===== src/rtl/cut_bist_sequencer.sv =====
// cut_bist_sequencer: LFSR-driven stimulus and MISR compaction for a combinational core,
// with a golden-signature compare after a programmed number of patterns.
module cut_bist_sequencer #(
    parameter int IN_W = 60,
    parameter int OUT_W = 26,
    parameter logic [IN_W-1:0] LFSR_TAPS = 60'hC00000000000000,
    parameter logic [OUT_W-1:0] MISR_TAPS = 26'h2000023,
    parameter int CNT_W = 16,
    parameter int SETTLE_CYCLES = 0
) (
    input  logic             clk,
    input  logic             rst,
    input  logic             start,
    input  logic             abort,
    input  logic [IN_W-1:0]  seed,
    input  logic [CNT_W-1:0] num_patterns,
    input  logic [OUT_W-1:0] golden_sig,
    output logic [IN_W-1:0]  cut_in,
    input  logic [OUT_W-1:0] cut_out,
    output logic             busy,
    output logic             done,
    output logic             pass,
    output logic [OUT_W-1:0] signature,
    output logic [CNT_W-1:0] pattern_idx
);
    typedef enum logic [2:0] {IDLE, SEED, APPLY, COMPARE, DONE} state_t;
    state_t state, state_n;
    logic [IN_W-1:0] lfsr;
    logic [OUT_W-1:0] misr, golden;
    logic [CNT_W-1:0] n_lat, idx;
    logic [7:0] settle;
    logic launch, capture, last;

    assign launch = (state == IDLE || state == DONE) && start && !abort;
    assign capture = state == APPLY && settle == 8'(SETTLE_CYCLES);
    assign last = idx == n_lat - CNT_W'(1);
    assign busy = state == SEED || state == APPLY || state == COMPARE;
    assign cut_in = lfsr;
    assign signature = misr;
    assign pattern_idx = idx;

    always_ff @(posedge clk) begin
        if (rst) state <= IDLE;
        else state <= state_n;
    end

    always_comb begin
        state_n = state;
        state_n = abort ? IDLE :
                  launch ? SEED :
                  state == SEED ? APPLY :
                  (capture && last) ? COMPARE :
                  state == COMPARE ? DONE : state;
    end

    always_ff @(posedge clk) begin
        if (rst) begin
            lfsr <= '0;
            misr <= '0;
            golden <= '0;
            n_lat <= '0;
            idx <= '0;
            settle <= '0;
            done <= 1'b0;
            pass <= 1'b0;
        end else if (abort) begin
            // signature, pattern_idx and cut_in are kept for post-abort debug
            settle <= '0;
            done <= 1'b0;
            pass <= 1'b0;
        end else begin
            if (launch) begin
                n_lat <= num_patterns == '0 ? CNT_W'(1) : num_patterns;
                golden <= golden_sig;
            end
            if (state == SEED) begin
                lfsr <= seed == '0 ? IN_W'(1) : seed;
                misr <= '0;
                idx <= '0;
                settle <= '0;
                done <= 1'b0;
                pass <= 1'b0;
            end
            if (state == APPLY) begin
                if (capture) begin
                    misr <= {misr[OUT_W-2:0], ^(misr & MISR_TAPS)} ^ cut_out;
                    lfsr <= {lfsr[IN_W-2:0], ^(lfsr & LFSR_TAPS)};
                    idx <= idx + CNT_W'(1);
                    settle <= '0;
                end else begin
                    settle <= settle + 8'd1;
                end
            end
            if (state == COMPARE) begin
                pass <= misr == golden;
                done <= 1'b1;
            end
        end
    end
endmodule


===== config.mk =====
export PLATFORM = sky130hd
export DESIGN_NAME = cut_bist_sequencer
export DESIGN_NICKNAME = d
export VERILOG_FILES = /design/src/rtl/cut_bist_sequencer.sv
export SDC_FILE = /design/constraint.sdc
export NUM_CORES = 1
export LEC_CHECK = 0
export BUFFER_PORTS_ARGS = -buffer_cell sky130_fd_sc_hd__buf_2
export CAP_MARGIN = 25
export CORE_ASPECT_RATIO = 0.7
export CORE_MARGIN = 3
export CORE_UTILIZATION = 43
export DETAILED_ROUTE_END_ITERATION = 8
export PLACE_DENSITY = 0.81
export SLEW_MARGIN = 40
export SYNTH_ARGS = -nofsm -noshare
export SYNTH_HDL_FRONTEND = slang
export SYNTH_SLANG_ARGS = --single-unit

===== constraint.sdc =====
create_clock -name clk -period 2.3 [get_ports clk]
set_clock_uncertainty 0.2 [all_clocks]
set_input_delay 0.115 -clock clk [delete_from_list [all_inputs] [get_ports clk]]
set_output_delay 0.115 -clock clk [all_outputs]
set_load 0.02 [all_outputs]

=== Word-level counts from Yosys, hierarchy flattened ===
Cells that the tools add are included.

* Register bits after elaboration: 157
* Bits of input ports: 132
* Output and inout bits: 105
* Word-level logic and storage cells: 65

* Add/sub/neg operators: 3
* Equal/unequal tests: 6
* Multiplexer cells: 21
* Bitwise logic cells: 2
* Reductions and logical operators: 22

{| class="wikitable"
|+ Operators by type and width
! cell !! count
|-
| $mux 60 || 4
|-
| $mux 26 || 3
|-
| $mux 16 || 4
|-
| $logic_not 60->1 || 1
|-
| $reduce_xor 60->1 || 1
|-
| $eq 26x26->1 || 1
|-
| $reduce_xor 26->1 || 1
|-
| $xor 26x26->26 || 1
|-
| $mux 8 || 3
|-
| $add 16x1->16 const B || 1
|-
| $eq 16x16->1 || 1
|-
| $logic_not 16->1 || 1
|-
| $sub 16x1->16 const B || 1
|-
| $add 8x1->8 const B || 1
|-
| $logic_not 8->1 || 1
|-
| $eq 3x2->1 const B || 2
|-
| $mux 2 || 3
|-
| $reduce_or 5->1 || 1
|-
| $logic_and 1x1->1 || 4
|-
| $mux 1 || 4
|-
| $reduce_bool 2->1 || 2
|-
| $reduce_bool 4->1 || 1
|-
| $eq 3x1->1 const B || 1
|-
| $eq 3x3->1 const B || 1
|-
| other kinds (8) || 10
|}

=== Logic depth before layout (Yosys ltp) ===
Gate-level depths: netlist of run 1.

* Word-level depth: 6
* Depth in mapped cells: 10
* Gate-level depth less buffers: 8

=== Worst setup path after synthesis of run 1 ===
No wires, ideal clock.

* Kind: reg-to-reg
* From: register n_lat[0]
* To: register state[0]
* Setup time: 0.084 ns
* Arrival: 2.155 ns
* Required time: 2.016 ns
* Setup slack: -0.140 ns
* Stages on the path, launching flop included: 10
* Buffers on the path: 1
* Period minus slack after synthesis: 2.440 ns
* Cells stage by stage: dfxtp_1 inv_1 ha_1 or4b_1 buf_2 or4b_1 o211ai_1 a21oi_1 a31o_1 o31ai_2

* Longest elaborated chain between the ends: 6
* Elaborated cells between the ends (all ways): 7
* Those cells by class: 1 x add/sub; 1 x eq/ne; 3 x mux; 2 x reduce/logical

{| class="wikitable"
|+ Ends and longest elaborated chain
! item !! RTL line !! text
|-
| start, declared || 30 || <nowiki>logic [CNT_W-1:0] n_lat, idx;</nowiki>
|-
| start signal, assigned || 73 || <nowiki>n_lat <= num_patterns == '0 ? CNT_W'(1) : num_patterns;</nowiki>
|-
| $sub 16x1->16 * || 36 || <nowiki>assign last = idx == n_lat - CNT_W'(1);</nowiki>
|-
| $eq 16x16->1 * || 36 ||
|-
| $logic_and 1x1->1 * || 52 || <nowiki>(capture && last) ? COMPARE :</nowiki>
|-
| $mux 2 || 52 ||
|-
| $mux 2 || 51 || <nowiki>state == SEED ? APPLY :</nowiki>
|-
| $mux 1 || 50 || <nowiki>launch ? SEED :</nowiki>
|-
| end signal, assigned || 44 || <nowiki>else state <= state_n;</nowiki>
|-
| end, declared || 27 || <nowiki>state_t state, state_n;</nowiki>
|}

Mark *: on every way between the ends. The rest lies on a longest branch, timed or not.
A chain may end at the register's enable or synchronous reset.

=== Worst setup path after layout of run 1 ===
* From: register n_lat[1]
* To: register state[0]

The elaborated chain is that of the path after synthesis.

==> results of run 1 <==
==> where the power goes <==
group | internal [mW] | switching, mW
Sequential | 2.77 | 0.0446
Combinational | 0.434 | 0.424
Clock | 1.64 | 1.16
==> worst reg2reg max path, cell delays in order, from the launching register on <==
cell	delay [ps]
dfxtp_2	320
inv_2	60
ha_4	120
or4b_4	490
or4b_1	480
o211ai_1	100
a21oi_1	90
a31o_1	220
o31ai_2	160
==> Yosys cell counts (14+ instances only) <==
master and n:
xor2_1 44, nor2_1 73, a22oi_1 76, nor4_1 27
a21oi_1 75, clkbuf_1 50, nand2_1 154, dfxtp_1 157
nand4_1 14, o21ai_0 56, nor3_1 14, xnor2_1 33
==> state kept, by name, summed over array words and instances, names as in the netlist <==
register and count:
cut_in 60, golden 26, signature 26, n_lat 16, pattern_idx 16, settle 8
state 3, done 1, pass 1
==> kinds of logic (layout without fill, tap and decap cells) <==
logic type,after synthesis,after routing,synth area share (%)
fa+ha+maj,4,4,0.691
flops,157,157,43.4
simple gates,337,337,21.4
other cells,0,2,0
mux,1,1,0.138
xor+xnor,77,77,9.31
buf+inv,67,457,3.70
compound gates,250,250,21.4
==> layer usage <==
| metal | routed length, um | track usage, % | share of wire, % |
|---|---|---|---|
| met1 | 11300 | 37.8 | 42 |
| met2 | 12000 | 44.8 | 44 |
| met3 | 2620 | 7.23 | 9.7 |
| met4 | 1110 | 12.4 | 4.1 |
| met5 | 0 | 0 | 0 |
==> stage by stage <==
stage / setup WS, ps / cell area (sq um)
detailed placement: -28.9 / 8940
CTS: -18.4 / 10800
global placement: 31.2 / 8940
floorplan: -19.1 / 7270
global route: -140 / 10900
finish: -28.2 / 10900
==> path summary, 6_finish.rpt <==
kind                            slack (ps)                       to  cells past startpoint                     from
worst max-delay path                   -30    state[0]$_SDFFE_PP0P_                      8    n_lat[1]$_SDFFE_PP0P_
worst min-delay path                    90  cut_in[54]$_SDFFE_PP0N_                      3                      rst
worst max register to register         -30    state[0]$_SDFFE_PP0P_                      8    n_lat[1]$_SDFFE_PP0P_
worst min register to register         270  golden[19]$_SDFFE_PP0P_                      2  golden[19]$_SDFFE_PP0P_
==> repair_timing <==
item | 4_1_cts | 5_1_grt
setup endpoints to repair | 2 | 98
hold buffers | 129 | 0
hold endpoints to repair | 129 | 0
setup buffers | 3 | 2
pin swaps | 1 | 0
resized for setup | 0 | 15
==> final cells by class <==
| cell class | count | share of cell area, % |
|---|---|---|
| sequential | 157 | 28.8 |
| antenna | 2 | 0.0458 |
| clock inverter | 11 | 1.21 |
| tap | 225 | 2.58 |
| clock buffer | 20 | 4.09 |
| timing repair buffer | 420 | 27.0 |
| inverter | 6 | 0.206 |
| multi-input combinational | 669 | 36.0 |
==> metrics, run 1 <==
Core Util, Final=66.6%; first-pass GRT wire length=42500 um; Final Cycle Share=101%; DP Wirelength=17300 um; Ys Warns=0; area of the multi-input gates=3940 sq um; WL final=27100 um; vias=8528; commonest non-fill, non-tap cells in the layout=buf_2, dfxtp_1, nand2_1; sequential fraction of the synthesis area=43.4%; CP top delay family=simple AND/OR/NAND/NOR gates; final worst setup slack=-28.2 ps; Starting DRT DRC Count=969; Synth async-reset ratio=0%; CP startpoint kind=flop; DRT Pass-1 Iters=6; setup tns final=-28.2 ps; Seq cells post-synth=157; worst vdd ir=0.396 mV; share of the synthesized area in the top cell type=43.4%; GPL Wtd Cong=0.912; Num CTS Buffers=17; number of global-route vias before repair=8109; CP Max Fanout=5; crit path cell chain=inv_2 > ha_4 > or4b_4 > or4b_1 > o211ai_1 > a21oi_1 > a31o_1 > o31ai_2; Max Slew Vio Count=0; max incr delay on CP=490 ps; Worst-path clk slew=60 ps; Port Buffer Count=236; clk buf depth=2; relative slew slack=60.3%; Worst Path Buf+Inv=1; Max Freq=430 MHz; Critical-path top delay cell=or4b_4; failing checks=negative setup slack; Die Footprint=18500 sq um; Leak=4.64 nW; synth unique cells=49; Post-synth EDFFs=0; HP Class=in2reg; setup-violating endpoint count in the final report=1; most common cell after layout, fill and taps aside=buf_2; area of the core=16400 sq um; Area contributors post-synth=dfxtp_1, nand2_1, a22oi_1; Ports=237; status=finished, violations left; Synth Flop Type=dfxtp_1; Mapped Nets=1029; Crit Path Class=reg2reg; initial antenna violation count=2; CTS Root Cell=clkbuf_16; post-layout minimum cycle time=2330 ps; placed cells=1343; synthesis-to-layout area growth=50.8%; Synth Instances=893; CTS tree=done; Tightest Pin Transition=596 ps; # H-tree levels=4; RSZ-0062 raised after global routing=yes; die width=161 um; Clk Latency, worst-skew pair=420 ps; FF+latch area=3150 sq um; share of cells above drive strength 1=26.7%; Tot GR Track Use=28.6%; Worst Path Required=2440 ps; Post-DRT Antenna Nets=0; NumNets Final=1407; total clock sinks=157; Yosys top cell by area=dfxtp_1; vias per inst=5.65; Hold Worst Slack=86.0 ps; syn_area_per_cell=8.11 sq um; Initial Utilization=44.2%; DRC=0; non-filler instance count after layout=1510; DR WL/cell=17.9 um; critical path data arrival time=2460 ps; largest net degree at the start of global routing=132; Filler Cell Count=1332; Total Power=6.48 mW; Die Height=115 um; count of final hold-check violations=0; max cap viols=0; FP Rows=39; Power Density=593 nW/um^2; synthesized cell area=7240 sq um; crit end category=flop; GRT overflow=0
No activity file was read; power rests on OpenSTA's default activity.
==> run 2: changes to the inputs <==
- CAP_MARGIN: 25 -> 40
- RECOVER_POWER: unset -> 100
==> metrics, run 2 (synthesized netlist as in run 1, its figures left out) <==
vias=8460 (-0.80%); commonest non-fill, non-tap cells in the layout=dfxtp_1, nand2_1, buf_2; largest net degree at the start of global routing=132 (unchanged); critical path data arrival time=2460 ps (about the same); relative slew slack=60.4% (+0.15 points); status=finished, violations left; Crit Path Class=reg2reg; final worst setup slack=-25.4 ps (+2.77 ps); die width=161 um (unchanged); Max Freq=430 MHz (+0.12%); setup-violating endpoint count in the final report=1 (unchanged); crit end category=flop; CTS tree=done; Initial Utilization=44.2% (unchanged); design area=10800 sq um (-1.4%); clk buf depth=2 (unchanged); GPL Wtd Cong=0.912 (unchanged); placed cells=1343 (unchanged); Critical-path top delay cell=or4b_4; crit path cell chain=inv_2 > ha_4 > or4b_4 > or4b_1 > o211ai_1 > a21oi_1 > a31o_1 > o31ai_2; worst vdd ir=0.394 mV (-0.53%); area of the core=16400 sq um (unchanged); Ports=237 (unchanged); Tot GR Track Use=28.6% (unchanged); Worst Setup SP=n_lat[1]$_SDFFE_PP0P_; DRT Pass-1 Iters=6 (unchanged); DP Wirelength=17300 um (unchanged); most common cell after layout, fill and taps aside=dfxtp_1; count of final hold-check violations=0 (unchanged); HP Start=rst; Worst-path clk slew=60 ps (about the same); WL final=27100 um (about the same); DP Area=8940 sq um (unchanged); setup tns final=-25.4 ps (+2.77 ps); Post-DRT Antenna Nets=0 (unchanged); dpl ws=-28.9 ps (unchanged); failing checks=negative setup slack; Power Density=600 nW/um^2 (+1.2%); NumNets Final=1407 (unchanged); Tightest Pin Transition=593 ps (-2.19 ps); Worst Path Required=2440 ps (about the same); DRC=0 (unchanged); DR WL/cell=17.9 um (about the same); Port Buffer Count=236 (unchanged); Num CTS Buffers=17 (unchanged); CP top delay family=simple AND/OR/NAND/NOR gates; CP startpoint kind=flop; Max Slew Vio Count=0 (unchanged); Largest register FFs=60 (unchanged); Final Cycle Share=101% (-0.12 points); Die Footprint=18500 sq um (unchanged); Leak=4.17 nW (-10%); max cap viols=0 (unchanged); FP Rows=39 (unchanged); max incr delay on CP=490 ps (about the same); CTS Root Cell=clkbuf_16; non-filler instance count after layout=1510 (unchanged); RSZ-0062 raised after global routing=yes; Starting DRT DRC Count=960 (-0.93%); Hold Worst Slack=81.3 ps (-4.71 ps); first-pass GRT wire length=42500 um (unchanged); reg-to-reg critical path startpoint=n_lat[1]$_SDFFE_PP0P_; vias per inst=5.60 (-0.80%); number of global-route vias before repair=8109 (unchanged); Core Util, Final=65.7% (-0.96 points); post-layout minimum cycle time=2330 ps (-2.77 ps); CP Max Fanout=5 (unchanged); initial antenna violation count=2 (unchanged); Clk Latency, worst-skew pair=420 ps (about the same); # H-tree levels=4 (unchanged); Filler Cell Count=1409 (+5.8%); HP Class=in2reg; GRT overflow=0 (unchanged); synthesis-to-layout area growth=48.7%; share of cells above drive strength 1=18.5% (-8.3 points); Total Power=6.46 mW (-0.22%); total clock sinks=157 (unchanged); Worst Path Buf+Inv=1 (unchanged); Die Height=115 um (unchanged)
## run 2: cell types whose count changed in the layout (fill, tap and decap cells not counted)
| cell | delta |
|---|---|
| clkbuf_1 | +106 |
| clkbuf_2 | +2 |
| buf_4 | -5 |
| buf_2 | -103 |
| buf_12 | -1 |
| clkbuf_4 | +1 |
## run 2: worst paths after layout
path | cells after the start | to | slack, ps
worst max-delay path | 8 | state[0]$_SDFFE_PP0P_ | -30
worst min-delay path | 3 | cut_in[54]$_SDFFE_PP0N_ | 80
worst max register to register | 8 | state[0]$_SDFFE_PP0P_ | -30
worst min register to register | 2 | golden[19]$_SDFFE_PP0P_ | 270
## run 2: layout make-up
class	instances	area, sq um	area share [%]
flip-flops and latches	157	3150	29.2
clock buffers	20	447	4.15
well taps	225	282	2.61
diodes	2	5.00	0.0465
multi-input cells	669	3940	36.6
repair buffers	420	2800	26.0
clock inverters	11	133	1.23
inverters	6	22.5	0.209
## run 2: timing repair
item | 4_1_cts | 5_1_grt
resized for setup | 0 | 15
endpoints found under the hold margin | 129 | 0
buffers inserted | 3 | 2
pin swaps | 1 | 0
hold buffers | 129 | 0
setup endpoints to repair | 2 | 98
gates cloned | 0 | 0
## run 2: layer usage
layer	vias up	global-route usage, %	routed length (um)
li1	3930	-	-
met1	3907	37.8	11400
met2	516	44.8	12100
met3	107	7.23	2470
met4	0	12.4	1080
met5	-	0	0
## run 2: worst min-delay path: cells and delay by family
kind	cells	cell delay, ps
buf+inv	2	380
simple gates	1	140
## run 2: power breakdown
group | internal (mW) | switching (mW) | leakage (nW)
clock network | 1.64 | 1.16 | 0.278
logic | 0.424 | 0.421 | 2.62
registers | 2.77 | 0.0450 | 1.27
total | 4.83 | 1.63 | 4.17
